<file path="src/rtl/counter52_expander.sv">
// counter52_expander
//   Rebuilds canonical 5-bit thermometer words from a stream of 5:2-counter
//   (carry, sum) codes of weight 2*c + s. A small FIFO decouples producer
//   and consumer with valid/ready handshakes. A wrapping tally accumulates
//   the weight of every word handed to the consumer.
//
// Parameters
//   DEPTH    FIFO entries (power of two, >= 2)
//   TALLY_W  width of the emitted-weight tally (wraps modulo 2^TALLY_W)
//
// Ports
//   clk        clock; all state changes on its rising edge
//   rst        synchronous active-high reset
//   in_valid   producer presents a code
//   in_c       carry bit of the code (weight 2)
//   in_s       sum bit of the code (weight 1)
//   in_ready   block accepts a code this cycle
//   out_valid  out_x holds a valid word
//   out_x      thermometer word, low (2*c + s) bits set
//   out_ready  consumer takes out_x this cycle
//   level      current FIFO occupancy
//   tally      total weight of all words popped since reset
module counter52_expander #(
  parameter int DEPTH   = 4,
  parameter int TALLY_W = 16
) (
  input  logic                     clk,
  input  logic                     rst,
  input  logic                     in_valid,
  input  logic                     in_c,
  input  logic                     in_s,
  output logic                     in_ready,
  output logic                     out_valid,
  output logic [4:0]               out_x,
  input  logic                     out_ready,
  output logic [$clog2(DEPTH):0]   level,
  output logic [TALLY_W-1:0]       tally
);

  localparam int PTR_W = $clog2(DEPTH);
  localparam int LVL_W = PTR_W + 1;
  localparam logic [LVL_W-1:0] FULL_LEVEL = LVL_W'(DEPTH);

  // Only the 2-bit weight is stored; the thermometer word is decoded at
  // the head, which keeps the storage narrow.
  logic [1:0]         mem_q [DEPTH];
  logic [PTR_W-1:0]   wr_ptr_q, wr_ptr_d;
  logic [PTR_W-1:0]   rd_ptr_q, rd_ptr_d;
  logic [LVL_W-1:0]   level_q, level_d;
  logic [TALLY_W-1:0] tally_q, tally_d;

  logic [1:0] head_w;
  logic       push;
  logic       pop;

  assign head_w    = mem_q[rd_ptr_q];
  // Full/empty come from the occupancy count alone, so pointer equality
  // never has to be disambiguated.
  assign in_ready  = !rst && (level_q != FULL_LEVEL);
  assign out_valid = (level_q != '0);
  assign push      = in_valid && in_ready;
  assign pop       = out_valid && out_ready;
  assign level     = level_q;
  assign tally     = tally_q;

  // Bit gi is set when its index lies below the head weight; bits 3 and 4
  // can never satisfy this since the weight tops out at 3.
  for (genvar gi = 0; gi < 5; gi++) begin : g_decode
    assign out_x[gi] = out_valid && (3'(gi) < {1'b0, head_w});
  end

  always_comb begin
    wr_ptr_d = wr_ptr_q;
    rd_ptr_d = rd_ptr_q;
    level_d  = level_q;
    tally_d  = tally_q;
    if (push) begin
      wr_ptr_d = wr_ptr_q + PTR_W'(1);
    end
    if (pop) begin
      rd_ptr_d = rd_ptr_q + PTR_W'(1);
      tally_d  = tally_q + TALLY_W'(head_w);
    end
    case ({push, pop})
      2'b10:   level_d = level_q + LVL_W'(1);
      2'b01:   level_d = level_q - LVL_W'(1);
      default: level_d = level_q;
    endcase
  end

  always_ff @(posedge clk) begin
    if (rst) begin
      wr_ptr_q <= '0;
      rd_ptr_q <= '0;
      level_q  <= '0;
      tally_q  <= '0;
    end else begin
      wr_ptr_q <= wr_ptr_d;
      rd_ptr_q <= rd_ptr_d;
      level_q  <= level_d;
      tally_q  <= tally_d;
    end
  end

  // Storage needs no reset; push is already suppressed while rst is high
  // because in_ready is forced low.
  always_ff @(posedge clk) begin
    if (push) begin
      mem_q[wr_ptr_q] <= {in_c, in_s};
    end
  end

endmodule

</file>
<file path="config.mk">
export PLATFORM = sky130hd
export DESIGN_NAME = counter52_expander
export DESIGN_NICKNAME = d
export VERILOG_FILES = /design/src/rtl/counter52_expander.sv
export SDC_FILE = /design/constraint.sdc
export NUM_CORES = 1
export LEC_CHECK = 0
export CORE_MARGIN = 3
export CORE_UTILIZATION = 49
export DETAILED_ROUTE_END_ITERATION = 16
export PLACE_DENSITY = 0.73
export REMOVE_ABC_BUFFERS = 1
export SYNTH_ARGS = -nofsm -noshare
export SYNTH_HDL_FRONTEND = slang
export SYNTH_SLANG_ARGS = --single-unit
</file>
<file path="constraint.sdc">
create_clock -name clk -period 2.5 [get_ports clk]
set_input_delay 0.375 -clock clk [delete_from_list [all_inputs] [get_ports clk]]
set_output_delay 0.375 -clock clk [all_outputs]
set_load 0.02 [all_outputs]
</file>
==> results of run 1 <==
-- critical path: cells and delay by family, from the launching register on --
family	cells	cell delay, ns
adders and majority gates	2	0.56
AOI/OAI and AO/OA	1	0.14
muxes	1	0.35
buffers and inverters	1	0.05
DFF	1	0.35
and+or+nand+nor	3	0.86
-- flip-flops by register name, summed over array words and instances (netlist names), named ones only --
signal    flops
rd_ptr_q      2
mem_q         8
wr_ptr_q      2
level         3
tally        16
-- kinds of logic after synthesis --
family | count (synthesis) | synth area share
flops | 33 | 0.467
compound gates | 24 | 0.0970
mux | 3 | 0.0347
other cells | 1 | 0.00236
xor+xnor | 12 | 0.0663
simple gates | 51 | 0.192
fa+ha+maj | 9 | 0.0804
buf+inv | 20 | 0.0599
-- area by class of cell --
class                   count  area share
flip-flops and latches     33       0.368
clock buffers               7      0.0273
multi-input cells         101       0.381
clock inverters             1      0.0149
repair buffers             33       0.159
well taps                  44      0.0273
inverters                  12      0.0223
-- through the flow --
step	hold WS, ns	std cells
final	0.496	231
after global routing	0.524	231
after CTS	0.504	230
after detailed placement	0.489	222
after global placement	0.460	222
after floorplan	0.444	146
-- Yosys cell counts, drive strengths merged, types with 2 or more instances --
cell type,n
dfxtp,25
nor2,17
inv,12
a21oi,10
xor2,9
edfxtp,8
ha,7
and2,6
nand4,6
o31ai,6
buf,5
or4,5
nand2,4
nand3,4
or3,4
clkbuf,3
o21ai,3
xnor2,3
a211oi,2
fa,2
mux4,2
-- where the power goes --
part / internal, mW / switching (mW)
registers: 0.607 / 0.0604
logic: 0.277 / 0.323
clock network: 0.239 / 0.173
-- per-layer routing --
metal  routed length, µm  vias to the layer above
met5                   0                        -
met4                  95                        0
met3                 158                       13
met2                1540                       35
met1                1320                      581
li1                    -                      593
-- repair_timing --
item,in CTS,in global routing
gates resized for setup,1,5
setup buffers,0,1
pin swaps,0,1
setup endpoints to repair,1,3
-- how the worst max path moves through the flow --
stage	start	endpoint	slack [ns]	cells past startpoint
2_1_floorplan	flop	tally[14]$_SDFFE_PP0P_	0.23	8
3_3_place_gp	flop	tally[14]$_SDFFE_PP0P_	0.16	8
3_5_place_dp	flop	tally[12]$_SDFFE_PP0P_	0.02	8
4_1_cts	flop	tally[12]$_SDFFE_PP0P_	0.02	8
5_1_grt	flop	tally[12]$_SDFFE_PP0P_	0.01	8
6_report	flop	tally[12]$_SDFFE_PP0P_	0.12	8
==> impl_metrics.py, run 1 <==
metrics = {
    "hold_path": {
        "hold_start": "tally[15]$_SDFFE_PP0P_",
        "hold_path_end": "tally[15]$_SDFFE_PP0P_",
        "hold_depth": 2,
        "hp-class": "flop to flop",
    },
    "floorplanning": {
        "die_y_um": 62.9,
        "ios": 32,
        "num_rows": 20,
        "start_util": 0.515,
        "core_mm2": 0.00308,
        "die_x_um": 62.9,
        "design.die.area_mm2": 0.00396,
    },
    "synth": {
        "synth_flop_cell": "dfxtp_1",
        "yosys.cell_types.count": 38,
        "synthCells": 153,
        "synth-edff-count": 8,
        "avgSynthCellArea_um2": 10.4,
        "ys_seq_elements": 33,
        "netlist.area_leader.share": 0.315,
        "yosysTopAreaCell": "dfxtp_1",
        "synthTopCellsByArea": "dfxtp_1 32%, edfxtp_1 15%, ha_1 5.5%",
        "syn_area_mm2": 0.00159,
        "synthArstFlopShare": 0,
        "yosysWarningCount": 0,
        "synth-seq-area-share": 0.467,
    },
    "global_routing": {
        "grt_usage": 0.174,
        "met3_usage": 0.0594,
        "top_usage_layer": "met2",
        "grt_pass1_vias": 1252,
        "use_met1": 0.192,
        "grt-ovfl-total": 0,
        "grt_util_met2": 0.296,
        "grt_pass1_wl_mm": 5.44,
        "grt_max_degree": 26,
        "antenna_found_initial": 0,
    },
    "finish": {
        "syn_to_final_growth_pct": 27.1,
        "fin_util": 0.655,
        "layout.nets": 201,
        "final_area_mm2": 0.00202,
        "final_cell_mix": "29 x clkdlybuf4s50_1, 24 x dfxtp_1, 17 x nor2_1",
        "multiInputGateArea_um2": 768,
        "fill_cells": 256,
        "layout-drive-gt1-share": 0.139,
        "seqCellArea_um2": 742,
        "layout_commonest_cell": "clkdlybuf4s50_1",
        "antenna_cells": 0,
    },
    "worst_setup_path": {
        "crit_path_max_fanout": 6,
        "required_ns": 2.77,
        "r2r_end": "tally[12]$_SDFFE_PP0P_",
        "path_cells": "mux4_2 > ha_2 > inv_1 > fa_1 > and3b_2 > nand2_2 > or4_4 > a21oi_2",
        "r2r_cells": 8,
        "reg2reg_slack_ns": 0.12,
        "cpPeakStageDelay_ns": 0.50,
        "crit_path_end_kind": "flop",
        "slowest_stage": "or4_4",
        "crit_path_start_kind": "flop",
        "worst_ep_arrival_time_ns": 2.65,
        "path_class": "flop to flop",
    },
    "sta": {
        "final.setup.tns_ns": 0,
        "fin_crit_sh": 0.953,
        "finalCriticalPeriod_ns": 2.38,
        "timing.final.ws_setup_ns": 0.117,
        "setup_viol": 0,
        "fmax_mhz": 420,
        "drv_slew": 0,
        "rsz0062_at_grt": "no",
        "hold_viol_final": 0,
        "clock_skew_ns": 0.0145,
    },
    "route": {
        "final_antenna_net_count": 0,
        "wire_per_inst_um": 13.5,
        "drc": 0,
        "viasPerCell": 5.29,
        "vias": 1222,
        "drtIter0Drc": 52,
        "dr.pass1.iters": 4,
        "wl_mm": 3.12,
    },
    "clock_network": {
        "clk_pin_slew_ns": 0.10,
        "htreeDepth": 2,
        "cts-hold-fix-buffers": 0,
        "cts_tree": "built",
        "cts_made_buffers": 5,
        "cts_sinks": 33,
        "clk-insertion-delay-late_ns": 0.33,
        "clock_path_buffers": 2,
        "cts_root_buf": "clkbuf_4",
    },
    "placement": {
        "gp_congestion": 0.815,
        "dpl-instance-area_mm2": 0.00191,
        "portBuffers": 29,
        "dp.final_hpwl_mm": 2.33,
        "pre_cts_ws_ns": 0.0195,
    },
    "pwr": {
        "power_mw": 1.68,
        "power_density_mw_per_mm2": 833,
        "leakage_nw": 0.722,
        "ir_drop_mv": 0.527,
    },
    "status": {
        "status": "finished clean",
    },
    "job": {
        "cap_violations": 0,
    },
}
Power figures use the tool's default switching activity.
==> run 2, diff against run 1 <==
SLEW_MARGIN = 30   (was unset)
==> results of run 2 <==
Final layout, timing and power as in run 1 (identical DEF).
==> run 3, diff against run 2 <==
ABC_AREA = 1   (was unset)
HOLD_SLACK_MARGIN = 0.05   (was unset)
PLACE_DENSITY = 0.71   (was 0.73)
==> run 3 against run 2 <==
Cell area increased by 6.9%. Clock skew down 0.0089 ns. Worst hold slack better by 0.0049 ns. Sequential cell count unchanged. Register-to-register slack improved by 0.34 ns. Worst setup slack improved by 0.16 ns. Global-route usage decreased by 0.61 points. Total power shrank 10%. Routed wire length is 0.29% higher. Critical path type is now flop to output port. Largest power group unchanged.
==> impl_metrics.py, run 3 <==
metrics = {
    "synth": {
        "ys_seq_elements": 33,
        "synth_flop_cell": "dfxtp_1",
        "synth_common_cells": "49 x nand2_1, 40 x inv_1, 28 x nor2_1",
        "avgSynthCellArea_um2": 7.70,
        "syn_area_mm2": 0.00176,
        "synthCells": 228,
        "yosysWarningCount": 0,
        "synth-seq-area-share": 0.422,
        "yosysTopAreaCell": "dfxtp_1",
        "synthArstFlopShare": 0,
        "synthTopCellsByArea": "dfxtp_1 28%, edfxtp_1 14%, nand2_1 10%",
        "synth_most_common_cell": "nand2_1",
        "synth-edff-count": 8,
        "yosys.cell_types.count": 26,
        "netlist.area_leader.share": 0.285,
    },
    "finish": {
        "multiInputGateArea_um2": 840,
        "fin_util": 0.636,
        "seqCellArea_um2": 741,
        "syn_to_final_growth_pct": 22.6,
        "layout_commonest_cell": "nand2_1",
        "fill_cells": 302,
        "stdcell_count": 311,
        "layout.nets": 279,
        "final_area_mm2": 0.00215,
        "final_cell_mix": "49 x nand2_1, 40 x inv_1, 29 x clkdlybuf4s50_1",
        "largest_reg_flops": 16,
        "layout-drive-gt1-share": 0.102,
        "antenna_cells": 0,
    },
    "worst_setup_path": {
        "path_class": "flop to output port",
        "crit_path_max_fanout": 5,
        "reg2reg_slack_ns": 0.46,
        "worst_ep_arrival_time_ns": 1.85,
        "required_ns": 2.12,
        "crit_path_end_kind": "output port",
        "r2r_cells": 17,
        "crit_path_start_kind": "flop",
    },
    "placement": {
        "dp.cells": 303,
        "dpl-instance-area_mm2": 0.00210,
        "dp.final_hpwl_mm": 2.42,
        "pre_cts_ws_ns": 0.155,
        "portBuffers": 29,
        "gp_congestion": 0.770,
    },
    "sta": {
        "hold_viol_final": 0,
        "setup_viol": 0,
        "drv_slew": 0,
        "worst_hold_slack_ns": 0.501,
        "final.setup.tns_ns": 0,
        "fmax_mhz": 449,
        "rsz0062_at_grt": "no",
        "clock_skew_ns": 0.00559,
        "finalCriticalPeriod_ns": 2.23,
        "fin_crit_sh": 0.890,
        "timing.final.ws_setup_ns": 0.275,
    },
    "global_routing": {
        "grt_usage": 0.168,
        "grt-ovfl-total": 0,
        "grt_pass1_vias": 1310,
        "grt_max_degree": 14,
        "grt_pass1_wl_mm": 5.62,
        "antenna_found_initial": 0,
    },
    "hold_path": {
        "hp-class": "flop to flop",
        "hold_depth": 2,
    },
    "route": {
        "drtIter0Drc": 74,
        "vias": 1440,
        "viasPerCell": 4.63,
        "wire_per_inst_um": 10.0,
        "final_antenna_net_count": 0,
        "dr.pass1.iters": 4,
        "wl_mm": 3.12,
        "drc": 0,
    },
    "floorplanning": {
        "die_y_um": 65.9,
        "start_util": 0.518,
        "ios": 32,
        "die_x_um": 65.9,
        "num_rows": 21,
        "design.die.area_mm2": 0.00434,
        "core_mm2": 0.00339,
    },
    "clock_network": {
        "cts_tree": "built",
        "clk_pin_slew_ns": 0.10,
        "clk-insertion-delay-late_ns": 0.32,
        "cts_made_buffers": 5,
        "ctsResizeCount": 0,
        "clock_path_buffers": 2,
        "cts_sinks": 33,
        "post_cts_buffers": 0,
        "htreeDepth": 2,
        "cts-hold-fix-buffers": 0,
        "cts_root_buf": "clkbuf_4",
    },
    "pwr": {
        "power_mw": 1.50,
        "power_density_mw_per_mm2": 698,
        "ir_drop_mv": 0.473,
        "leakage_nw": 0.873,
    },
    "job": {
        "cap_violations": 0,
    },
    "status": {
        "status": "finished clean",
    },
}
==> run 3: cell types whose count changed after synthesis, sizes merged, moves of 4 or more <==
cell	change
and2	-6
nand2	+50
a21oi	+6
nand3	+7
o21ai	+9
o31ai	-6
or4	-5
nor2	+19
or3	-4
inv	+29
xor2	-8
==> run 3: report_power, final <==
group | total, mW | switching (mW) | leakage, nW | internal, mW
logic | 0.594 | 0.350 | 0.568 | 0.244
clock network | 0.269 | 0.167 | 0.0300 | 0.102
registers | 0.641 | 0.0445 | 0.275 | 0.596
total | 1.50 | 0.562 | 0.873 | 0.942
==> run 3: final cells by class <==
type | count | share of cell area
Tap cell | 46 | 0.0267
Clock inverter | 3 | 0.00581
Sequential cell | 33 | 0.344
Clock buffer | 5 | 0.0174
Inverter | 41 | 0.0714
Multi-Input combinational cell | 151 | 0.390
Timing Repair Buffer | 32 | 0.145
==> run 3: kinds of logic (layout without fill, tap and decap cells) <==
| kind of cell | after synthesis | count (layout) | synth area share |
|---|---|---|---|
| simple gates | 109 | 109 | 0.301 |
| buf+inv | 45 | 81 | 0.103 |
| fa+ha+maj | 9 | 9 | 0.0726 |
| compound gates | 30 | 30 | 0.0947 |
| flops | 33 | 33 | 0.422 |
| xor+xnor | 1 | 1 | 0.00499 |
| other cells | 1 | 2 | 0.00213 |
==> run 3: final timing paths <==
| kind | start | end |
|---|---|---|
| min reg2reg | tally[8]$_SDFFE_PP0P_ | tally[8]$_SDFFE_PP0P_ |
| max reg2reg | flop | tally[10]$_SDFFE_PP0P_ |
| max | flop | out_x[2] |
| min | tally[8]$_SDFFE_PP0P_ | tally[8]$_SDFFE_PP0P_ |
==> run 3: layer usage <==
| metal | vias to the layer above | wire [µm] | GRT usage |
|---|---|---|---|
| li1 | 783 | - | - |
| met1 | 618 | 1570 | 0.223 |
| met2 | 34 | 1350 | 0.257 |
| met3 | 5 | 152 | 0.0561 |
| met4 | 0 | 51 | 0.0544 |
| met5 | - | 0 | 0 |
==> run 3: critical path, cell delays in order, from the launching register on <==
cell             delay, ns
dfxtp_1               0.35
inv_1                 0.11
nand2_1               0.06
nand3_1               0.06
nand2_1               0.09
inv_1                 0.08
nand2_1               0.08
nor2_1                0.09
clkdlybuf4s50_1       0.60
